**src/rtl/golay24_enc_stream_pkg.sv**
```systemverilog
// Shared Golay(24,12)/(23,12) constants, frame FSM type and the syndrome helper
// used by every lane encoder.
package golay24_enc_stream_pkg;

  localparam int          DATA_W   = 12;
  localparam int          CW_W     = 24;
  localparam logic [11:0] GEN_POLY = 12'hC75;

  typedef enum logic {
    ST_IDLE     = 1'b0,
    ST_IN_FRAME = 1'b1
  } frame_state_t;

  // Bits [10:0]: remainder of v[23:1] modulo the generator.
  // Bit 11: overall parity, chosen so that {syndrome, data} has even weight.
  function automatic logic [11:0] get_syndrome(input logic [CW_W-1:0] v);
    logic [22:0] rem;
    rem = v[CW_W-1:1];
    for (int i = 22; i >= 11; i--) begin
      if (rem[i]) rem[i -: 12] = rem[i -: 12] ^ GEN_POLY;
    end
    return {(^v) ^ (^rem[10:0]), rem[10:0]};
  endfunction

endpackage

```
**src/rtl/golay24_enc_stream_if.sv**
```systemverilog
// Beat stream bundle: input beat with handshake, encoded output beat with handshake.
interface golay24_enc_stream_if
  import golay24_enc_stream_pkg::*;
#(
  parameter int pLANE_N = 1,
  parameter int pTAG_W  = 1,
  parameter int pCNT_W  = 16
);

  logic                        ival;
  logic                        isop;
  logic                        ieop;
  logic                        imode;
  logic [pTAG_W-1:0]           itag;
  logic [DATA_W*pLANE_N-1:0]   idat;
  logic                        ordy;

  logic                        oval;
  logic                        osop;
  logic                        oeop;
  logic                        oerr;
  logic [pTAG_W-1:0]           otag;
  logic [CW_W*pLANE_N-1:0]     odat;
  logic [pCNT_W-1:0]           ocnt;
  logic                        irdy;

  modport master (
    output ival, isop, ieop, imode, itag, idat, irdy,
    input  ordy, oval, osop, oeop, oerr, otag, odat, ocnt
  );

  modport slave (
    input  ival, isop, ieop, imode, itag, idat, irdy,
    output ordy, oval, osop, oeop, oerr, otag, odat, ocnt
  );

endinterface

```
**src/rtl/golay24_enc_lane.sv**
```systemverilog
// One 12-bit lane encoder; mode 1 drops the overall parity bit (perfect code).
module golay24_enc_lane
  import golay24_enc_stream_pkg::*;
(
  input  logic [DATA_W-1:0] idat,
  input  logic              imode,
  output logic [CW_W-1:0]   odat
);

  logic [11:0] syn;

  assign syn  = get_syndrome({idat, 12'h000});
  assign odat = {syn[11] & ~imode, syn[10:0], idat};

endmodule

```
**src/rtl/golay24_enc_stream.sv**
```systemverilog
// Streaming multi-lane Golay encoder: S1 captures the beat and frame status,
// S2 holds the encoded beat until the downstream accepts it.
module golay24_enc_stream
  import golay24_enc_stream_pkg::*;
#(
  parameter int pLANE_N = 1,
  parameter int pTAG_W  = 1,
  parameter int pCNT_W  = 16
)(
  input  logic               iclk,
  input  logic               ireset,
  input  logic               iclkena,
  golay24_enc_stream_if.slave bus
);

  frame_state_t              state_q, state_d;
  logic [pCNT_W-1:0]         cnt_q, beat_cnt;
  logic                      beat_err;

  logic                      s1_adv, s2_adv, in_xfer;

  logic                      s1_val, s1_err, s1_sop, s1_eop, s1_mode;
  logic [pTAG_W-1:0]         s1_tag;
  logic [pCNT_W-1:0]         s1_cnt;
  logic [DATA_W*pLANE_N-1:0] s1_dat;

  logic                      s2_val, s2_err, s2_sop, s2_eop;
  logic [pTAG_W-1:0]         s2_tag;
  logic [pCNT_W-1:0]         s2_cnt;
  logic [CW_W*pLANE_N-1:0]   s2_dat;

  logic [CW_W*pLANE_N-1:0]   enc_dat;

  // A stage can take new contents when it is empty or its contents move on.
  assign s2_adv   = ~s2_val | bus.irdy;
  assign s1_adv   = ~s1_val | s2_adv;
  assign bus.ordy = iclkena & s1_adv;
  assign in_xfer  = bus.ival & bus.ordy;

  // Frame tracking: state and beat counter move together on each accepted beat.
  always_ff @(posedge iclk or posedge ireset) begin
    if (ireset) begin
      state_q <= ST_IDLE;
      cnt_q   <= '0;
    end else if (in_xfer) begin
      state_q <= state_d;
      cnt_q   <= beat_cnt;
    end
  end

  always_comb begin
    state_d = state_q;
    case (state_q)
      ST_IDLE:     if (bus.isop && !bus.ieop) state_d = ST_IN_FRAME;
      ST_IN_FRAME: if (bus.ieop)              state_d = ST_IDLE;
      default:                                state_d = ST_IDLE;
    endcase
  end

  // NOTE: every variable gets a default at the top of a combinational block so
  // no path leaves it unassigned, which would otherwise infer a latch.
  always_comb begin
    beat_err = 1'b0;
    beat_cnt = (cnt_q == '1) ? cnt_q : cnt_q + 1'b1;
    if (bus.isop) begin
      beat_cnt = '0;
      beat_err = (state_q == ST_IN_FRAME);
    end else if (state_q == ST_IDLE) begin
      beat_cnt = '0;
      beat_err = 1'b1;
    end
  end

  always_ff @(posedge iclk or posedge ireset) begin
    if (ireset) begin
      s1_val <= 1'b0;
      s1_err <= 1'b0;
      s2_val <= 1'b0;
      s2_err <= 1'b0;
    end else if (iclkena) begin
      if (s1_adv) begin
        s1_val <= bus.ival;
        s1_err <= bus.ival & beat_err;
      end
      if (s2_adv) begin
        s2_val <= s1_val;
        s2_err <= s1_val & s1_err;
      end
    end
  end

  // NOTE: datapath registers have no reset; they are only observed while the
  // matching valid bit is set, and the valids are reset.
  always_ff @(posedge iclk) begin
    if (in_xfer) begin
      s1_sop  <= bus.isop;
      s1_eop  <= bus.ieop;
      s1_mode <= bus.imode;
      s1_tag  <= bus.itag;
      s1_cnt  <= beat_cnt;
      s1_dat  <= bus.idat;
    end
    if (iclkena && s2_adv && s1_val) begin
      s2_sop <= s1_sop;
      s2_eop <= s1_eop;
      s2_tag <= s1_tag;
      s2_cnt <= s1_cnt;
      s2_dat <= enc_dat;
    end
  end

  for (genvar k = 0; k < pLANE_N; k++) begin : g_lane
    golay24_enc_lane u_lane (
      .idat  (s1_dat[DATA_W*k +: DATA_W]),
      .imode (s1_mode),
      .odat  (enc_dat[CW_W*k +: CW_W])
    );
  end

  assign bus.oval = s2_val;
  assign bus.oerr = s2_err;
  assign bus.osop = s2_sop;
  assign bus.oeop = s2_eop;
  assign bus.otag = s2_tag;
  assign bus.ocnt = s2_cnt;
  assign bus.odat = s2_dat;

endmodule

```
**src/flat_wrapper.sv**
```systemverilog
// flat-port wrapper written by rule: the top's interface ports become plain ports
module golay24_enc_stream_flat import golay24_enc_stream_pkg::*;
#(
  parameter int pLANE_N = 1,
  parameter int pTAG_W  = 1,
  parameter int pCNT_W  = 16
)
  (iclk, ireset, iclkena, bus_ival, bus_isop, bus_ieop, bus_imode, bus_itag, bus_idat, bus_irdy, bus_ordy, bus_oval, bus_osop, bus_oeop, bus_oerr, bus_otag, bus_odat, bus_ocnt);
  golay24_enc_stream_if #(.pLANE_N(pLANE_N), .pTAG_W(pTAG_W), .pCNT_W(pCNT_W)) bus_i ();
  input  logic iclk;
  input  logic ireset;
  input  logic iclkena;
  input wire logic [$bits(bus_i.ival)-1:0] bus_ival;
  input wire logic [$bits(bus_i.isop)-1:0] bus_isop;
  input wire logic [$bits(bus_i.ieop)-1:0] bus_ieop;
  input wire logic [$bits(bus_i.imode)-1:0] bus_imode;
  input wire logic [$bits(bus_i.itag)-1:0] bus_itag;
  input wire logic [$bits(bus_i.idat)-1:0] bus_idat;
  input wire logic [$bits(bus_i.irdy)-1:0] bus_irdy;
  output wire logic [$bits(bus_i.ordy)-1:0] bus_ordy;
  output wire logic [$bits(bus_i.oval)-1:0] bus_oval;
  output wire logic [$bits(bus_i.osop)-1:0] bus_osop;
  output wire logic [$bits(bus_i.oeop)-1:0] bus_oeop;
  output wire logic [$bits(bus_i.oerr)-1:0] bus_oerr;
  output wire logic [$bits(bus_i.otag)-1:0] bus_otag;
  output wire logic [$bits(bus_i.odat)-1:0] bus_odat;
  output wire logic [$bits(bus_i.ocnt)-1:0] bus_ocnt;
  assign bus_i.ival = bus_ival;
  assign bus_i.isop = bus_isop;
  assign bus_i.ieop = bus_ieop;
  assign bus_i.imode = bus_imode;
  assign bus_i.itag = bus_itag;
  assign bus_i.idat = bus_idat;
  assign bus_i.irdy = bus_irdy;
  assign bus_ordy = bus_i.ordy;
  assign bus_oval = bus_i.oval;
  assign bus_osop = bus_i.osop;
  assign bus_oeop = bus_i.oeop;
  assign bus_oerr = bus_i.oerr;
  assign bus_otag = bus_i.otag;
  assign bus_odat = bus_i.odat;
  assign bus_ocnt = bus_i.ocnt;
  golay24_enc_stream #(.pLANE_N(pLANE_N), .pTAG_W(pTAG_W), .pCNT_W(pCNT_W)) u_core (.iclk(iclk), .ireset(ireset), .iclkena(iclkena), .bus(bus_i));
endmodule
```
**config.mk**
```make
export PLATFORM = sky130hd
export DESIGN_NAME = golay24_enc_stream_flat
export DESIGN_NICKNAME = d
export VERILOG_FILES = /design/src/rtl/golay24_enc_stream_pkg.sv /design/src/rtl/golay24_enc_stream_if.sv /design/src/rtl/golay24_enc_lane.sv /design/src/rtl/golay24_enc_stream.sv /design/src/flat_wrapper.sv
export SDC_FILE = /design/constraint.sdc
export NUM_CORES = 1
export LEC_CHECK = 0
export CAP_MARGIN = 20
export CORE_UTILIZATION = 53
export CTS_CLUSTER_DIAMETER = 60
export CTS_CLUSTER_SIZE = 24
export DETAILED_ROUTE_END_ITERATION = 12
export PLACE_DENSITY = 0.79
export SLEW_MARGIN = 20
export SYNTH_ARGS = -nofsm -noshare
export SYNTH_HDL_FRONTEND = slang
export SYNTH_SLANG_ARGS = --single-unit
```
**constraint.sdc**
```tcl
create_clock -name iclk -period 3.2 [get_ports iclk]
set_input_delay 0.32 -clock iclk [delete_from_list [all_inputs] [get_ports iclk]]
set_output_delay 0.32 -clock iclk [all_outputs]
set_load 0.03 [all_outputs]
```
* After elaboration in Yosys (flattened, before gate mapping)
Index checks and enable logic that the tools add are counted. Widths: inputs -> output; s select.
Word-level totals: word-level logic and storage cells 71, register bits 96, output and inout bits 46
Operators by class: bitwise gates (word level) 24, reduce and logical (&&, ||, !) cells 8, equality and inequality tests 1, $add $sub $neg 1, muxes and demuxes 20
Operators with widths (number):
- $mux 11 | 12
- $not 6->6 | 12
- $mux 16 | 3
- $reduce_xor 24->1 | 1
- $add 16x1->16 const B | 1
- $eq 16x16->1 const B | 1
- $reduce_xor 11->1 | 1
- $and 1x1->1 | 5
- $mux 1 | 4
- $not 1->1 | 4
- $reduce_and 2->1 | 2
- $logic_and 1x1->1 | 3
- $or 1x1->1 | 2
- $pmux 1 s2 | 1
- $logic_not 1->1 | 1
- $xor 1x1->1 | 1

* Longest topological paths before layout
depth after elaboration 27, mapped depth 7, mapped depth without buffers 6

* Cells and area by module
From an unflattened synthesis, not the netlist that was laid out.
Second synthesis, totals: cells, all modules 308, area, all modules 4495.6 um^2
By module, submodules not included:
- golay24_enc_stream | area an instance 3788.6 um^2, seq. area each 2777.7 um^2, cells an instance 256, instances 1
- golay24_enc_lane | area an instance 706.9 um^2, seq. area each 0.0 um^2, cells an instance 52, instances 1

* Least setup slack after synthesis
OpenSTA, ideal clock, no wires.
kind flip-flop to flip-flop, start register u_core.s2_val (netlist: u_core.bus.oval), end register u_core.cnt_q[11], setup time 118 ps, required time 3082 ps, stages on the path, launching flop included 7, arrival 2445 ps, setup slack 637 ps, cells stage by stage dfrtp_1 > nand3b_1 > nand3_1 > inv_1 > clkbuf_1 > o21ai_0 > a21o_1
On the way: longest elaborated chain between the ends 5
RTL lines:
- from (decl) | RTL line golay24_enc_stream.sv:27 | logic s2_val, s2_err, s2_sop, s2_eop;
- from (signal assigned) | RTL line golay24_enc_stream.sv:86 | s2_val <= s1_val;
- $not 1->1 | RTL line golay24_enc_stream.sv:35 | assign s2_adv = ~s2_val | bus.irdy;
- $or 1x1->1 | RTL line golay24_enc_stream.sv:35
- $or 1x1->1 | RTL line golay24_enc_stream.sv:36 | assign s1_adv = ~s1_val | s2_adv;
- $and 1x1->1 | RTL line golay24_enc_stream.sv:37 | assign bus.ordy = iclkena & s1_adv;
- $and 1x1->1 | RTL line golay24_enc_stream.sv:38 | assign in_xfer = bus.ival & bus.ordy;
- via u_core.in_xfer | RTL line golay24_enc_stream.sv:20 | logic s1_adv, s2_adv, in_xfer;
- to (signal assigned) | RTL line golay24_enc_stream.sv:47 | cnt_q <= beat_cnt;
- to (decl) | RTL line golay24_enc_stream.sv:17 | logic [pCNT_W-1:0] cnt_q, beat_cnt;
The timed path passes the listed nets, and every way through them passes these cells. A chain may end at the register's enable or synchronous reset.

* Final worst setup path
start register u_core.cnt_q[0], end register u_core.s1_cnt[10] (data pin)
On the way: longest elaborated chain between the ends 4
RTL lines:
- $add 16x1->16 / $eq 16x16->1 (equally long branches) | RTL line golay24_enc_stream.sv:64 | beat_cnt = (cnt_q == '1) ? cnt_q : cnt_q + 1'b1;
- $mux 16 * | RTL line golay24_enc_stream.sv:64
- $mux 16 * | RTL line golay24_enc_stream.sv:68 | end else if (state_q == ST_IDLE) begin
- $mux 16 * | RTL line golay24_enc_stream.sv:65 | if (bus.isop) begin
- via u_core.beat_cnt[10] | RTL line golay24_enc_stream.sv:17
- to (signal assigned) | RTL line golay24_enc_stream.sv:100 | s1_cnt <= beat_cnt;
- to (decl) | RTL line golay24_enc_stream.sv:24 | logic [pCNT_W-1:0] s1_cnt;
The timed path passes the listed nets; every way through them passes the cells marked *.

==> impl_metrics.csv <==
group,metric,value,unit
status,status,"completed",
synthesis,synthTopCellsByArea,"edfxtp_1 55%, dfrtp_1 13%, xnor2_1 6.4%, xor2_1 2.8%, xnor3_2 2.3%",
floorplan,die-area,0.00813,mm2
global_route,track_usage,19.1,%
setup_path,worst_setup_path_end_kind,"flop",
power_and_ir_drop,peakVddDrop,0.234,mV
setup_path,critPathTopFamily,"simple AND/OR/NAND/NOR gates",
timing,skew,0.00539,ns
clocking,path_clk_slew,0.09,ns
synthesis,syn_avg_cell_area,14.3,um2
clocking,numCtsBuffers,9,
power_and_ir_drop,p_seq_share,54.5,%
detailed_routing,first_iter_violations,168,
timing,slew_headroom,35.3,%
timing,setup_viol,0,
synthesis,postSynthCellCount,289,
synthesis,synth_top_area_cell,"edfxtp_1",
synthesis,synth_area,0.00412,mm2
timing,whs,0.418,ns
clocking,cts_tree,"done",
setup_path,cp.arrival,2.51,ns
clocking,cts_setup_buffers,0,
clocking,post_cts_resized,0,
timing,rsz0062_at_grt,"no",
placed_design,io_buffers,66,
global_route,grt_start_max_net_pins,44,
global_route,antenna_found_initial,0,
job,maxCapViolCount,0,
timing,slew_violations,0,
detailed_routing,via_per_inst,5.42,
setup_path,required,3.42,ns
synthesis,yosysUniqueCellTypes,41,
setup_path,critPathKind,"reg2reg",
power_and_ir_drop,power-per-cell-area,538,mW/mm2
detailed_routing,vias,2509,
power_and_ir_drop,power_switching,0.707,mW
placed_design,dpl_cell_area,0.00489,mm2
floorplan,io_pins,67,
detailed_routing,dr.pass1.iters,4,
clocking,clock_sinks,96,
setup_path,cp_max_fo,10,
floorplan,dieHeight,90.2,um
synthesis,synth_enable_flop_cells,75,
final_layout,diodes,0,
clocking,cts_hold_buffers,0,
detailed_routing,ant_nets,0,
final_layout,final_nets,382,
clocking,clockBufferDepth,2,
setup_path,start_kind,"flop",
placed_design,gp_congestion,0.886,
timing,worstMarginPinSlew,0.970,ns
synthesis,synthFlopType,"edfxtp_1",
min_path,hold_path_class,"in2async",
timing,tns,0,ns
timing,finalCritPeriodShare,71.6,%
synthesis,ys_seq_area_share,67.4,%
setup_path,path_buf_inv,0,
synthesis,synth_common_cells,"75 x edfxtp_1, 30 x xnor2_1, 24 x nor2_1, 21 x dfrtp_1, 15 x a21oi_1",
setup_path,worst_path_largest_cell_delay,0.44,ns
clocking,root_buffer,"clkbuf_8",
detailed_routing,drc,0,
power_and_ir_drop,p_clk_share,28.2,%
power_and_ir_drop,internal-power,2.03,mW
final_layout,areaGrowthSynthToFinish,23.5,%
clocking,clk_latency,0.35,ns
timing,hold_viol_final,0,
global_route,grt-ovfl-total,0,
final_layout,fin_area,0.00508,mm2
synthesis,syn-num-nets,311,
detailed_routing,post_drt_wl_per_cell,15.2,um
global_route,grt_pass1_vias,2424,
timing,fin_crit,2.29,ns
floorplan,initial_core_util,55.9,%
synthesis,ys.warnings.count,0,
detailed_routing,routed_wl,7040,um
floorplan,die_x,90.2,um
clocking,h-tree-depth,3,
timing,timing.fmax,437,MHz
synthesis,synthDominantCellAreaShare,54.7,%
power_and_ir_drop,leakage,1.84,nW
synthesis,synth-async-reset-ratio,21.9,%
power_and_ir_drop,switching_share,25.8,%
final_layout,final_util,69.0,%
floorplan,core,0.00737,mm2
floorplan,rows,31,
synthesis,post-synth-top-count-cell,"edfxtp_1",
placed_design,hpwlAfterDp,5030,um
final_layout,drive_gt1_share,8.24,%
setup_path,crit_slowest_cell,"dfrtp_1",
setup_path,worstPathCellList,"ha_1 > nand2_1 > nor3_2 > nand3_1 > a31oi_1 > o21a_1",
global_route,grt_pass1_wl,11900,um
synthesis,ys_seq_elements,96,
power_and_ir_drop,combPwrFrac,17.3,%
==> worst paths after layout <==
check	to	slack, ns	from	cells past startpoint
min in group iclk	u_core.bus.ocnt[11]	0.43	u_core.s1_cnt[11]	0
setup reg to reg	u_core.s1_cnt[10]	0.91	u_core.cnt_q[0]	6
hold reg to reg	u_core.bus.ocnt[11]	0.43	u_core.s1_cnt[11]	0
max in group asynchronous	u_core.cnt_q[8]	2.28	ireset	2
setup / recovery	u_core.s1_cnt[10]	0.91	u_core.cnt_q[0]	6
hold / removal	u_core.bus.oval	0.42	ireset	2
==> worst reg2reg max path, stage by stage (launching register included) <==
cell	delay, ns
dfrtp_1	0.44
ha_1	0.27
nand2_1	0.14
nor3_2	0.38
nand3_1	0.42
a31oi_1	0.34
o21a_1	0.17
==> logic make-up after synthesis <==
group,Yosys count,synth area share [%]
and+or+nand+nor,66,7.59
adders and majority gates,1,0.304
AOI/OAI and AO/OA,58,9.30
buffers and inverters,16,1.52
DFF,96,67.4
xor gates and xnor gates,51,13.6
muxes,1,0.243
==> cell usage in the layout (no fill, tap or decap), drive strengths merged, types with 2 or more instances in the layout <==
| cell | count |
|---|---|
| xnor3 | 4 |
| nand2 | 13 |
| or3 | 2 |
| buf | 4 |
| edfxtp | 75 |
| xnor2 | 30 |
| clkinvlp | 2 |
| a22o | 7 |
| dfrtp | 21 |
| nor3 | 4 |
| nand2b | 3 |
| a311oi | 2 |
| a31oi | 6 |
| nand4 | 3 |
| inv | 8 |
| o21ai | 13 |
| nand3 | 9 |
| a21o | 3 |
| clkdlybuf4s50 | 66 |
| a31o | 2 |
| xor3 | 3 |
| xor2 | 14 |
| clkbuf | 9 |
| o21ba | 2 |
| a21oi | 15 |
| and3 | 4 |
| nor2 | 24 |
| o21a | 3 |
==> routing by layer <==
layer | up-vias | routed length [um] | GRT usage [%]
li1 | 1199 | - | -
met1 | 1217 | 3050 | 23.3
met5 | - | 0 | 0
met4 | 0 | 143 | 6.85
met2 | 82 | 3570 | 32.7
met3 | 11 | 277 | 4.99
==> final cells by class <==
type | count | area [um2]
inverters | 6 | 22.5
clock buffers | 9 | 124
flip-flops and latches | 96 | 2780
clock inverters | 6 | 67.6
repair buffers | 70 | 691
multi-input cells | 177 | 1280
well taps | 99 | 124
fillers | 531 | 2280
==> metrics by stage <==
stage | cells | power [mW] | setup slack [ns]
5_1_grt | 463 | 2.84 | 0.599
2_1_floorplan | 289 | 1.83 | 0.637
3_3_place_gp | 448 | 1.98 | 0.887
3_5_place_dp | 448 | 2.00 | 0.824
6_report | 463 | 2.74 | 0.910
4_1_cts | 463 | 2.75 | 0.892
==> state kept, by name (all words and copies together) (netlist names), 12 cells and up <==
name             cells
u_core.cnt_q        16
u_core.bus.ocnt     16
u_core.bus.odat     24
u_core.s1_cnt       16
u_core.s1_dat       12
==> power by group through the flow <==
stage	clock network [mW]	logic (mW)	registers [mW]
floorplan	0	0.224	1.61
global placement	0	0.465	1.52
detailed placement	0	0.477	1.52
CTS	0.783	0.477	1.49
global route	0.832	0.506	1.50
finish	0.770	0.473	1.49
(Power assumes the default switching activity.)
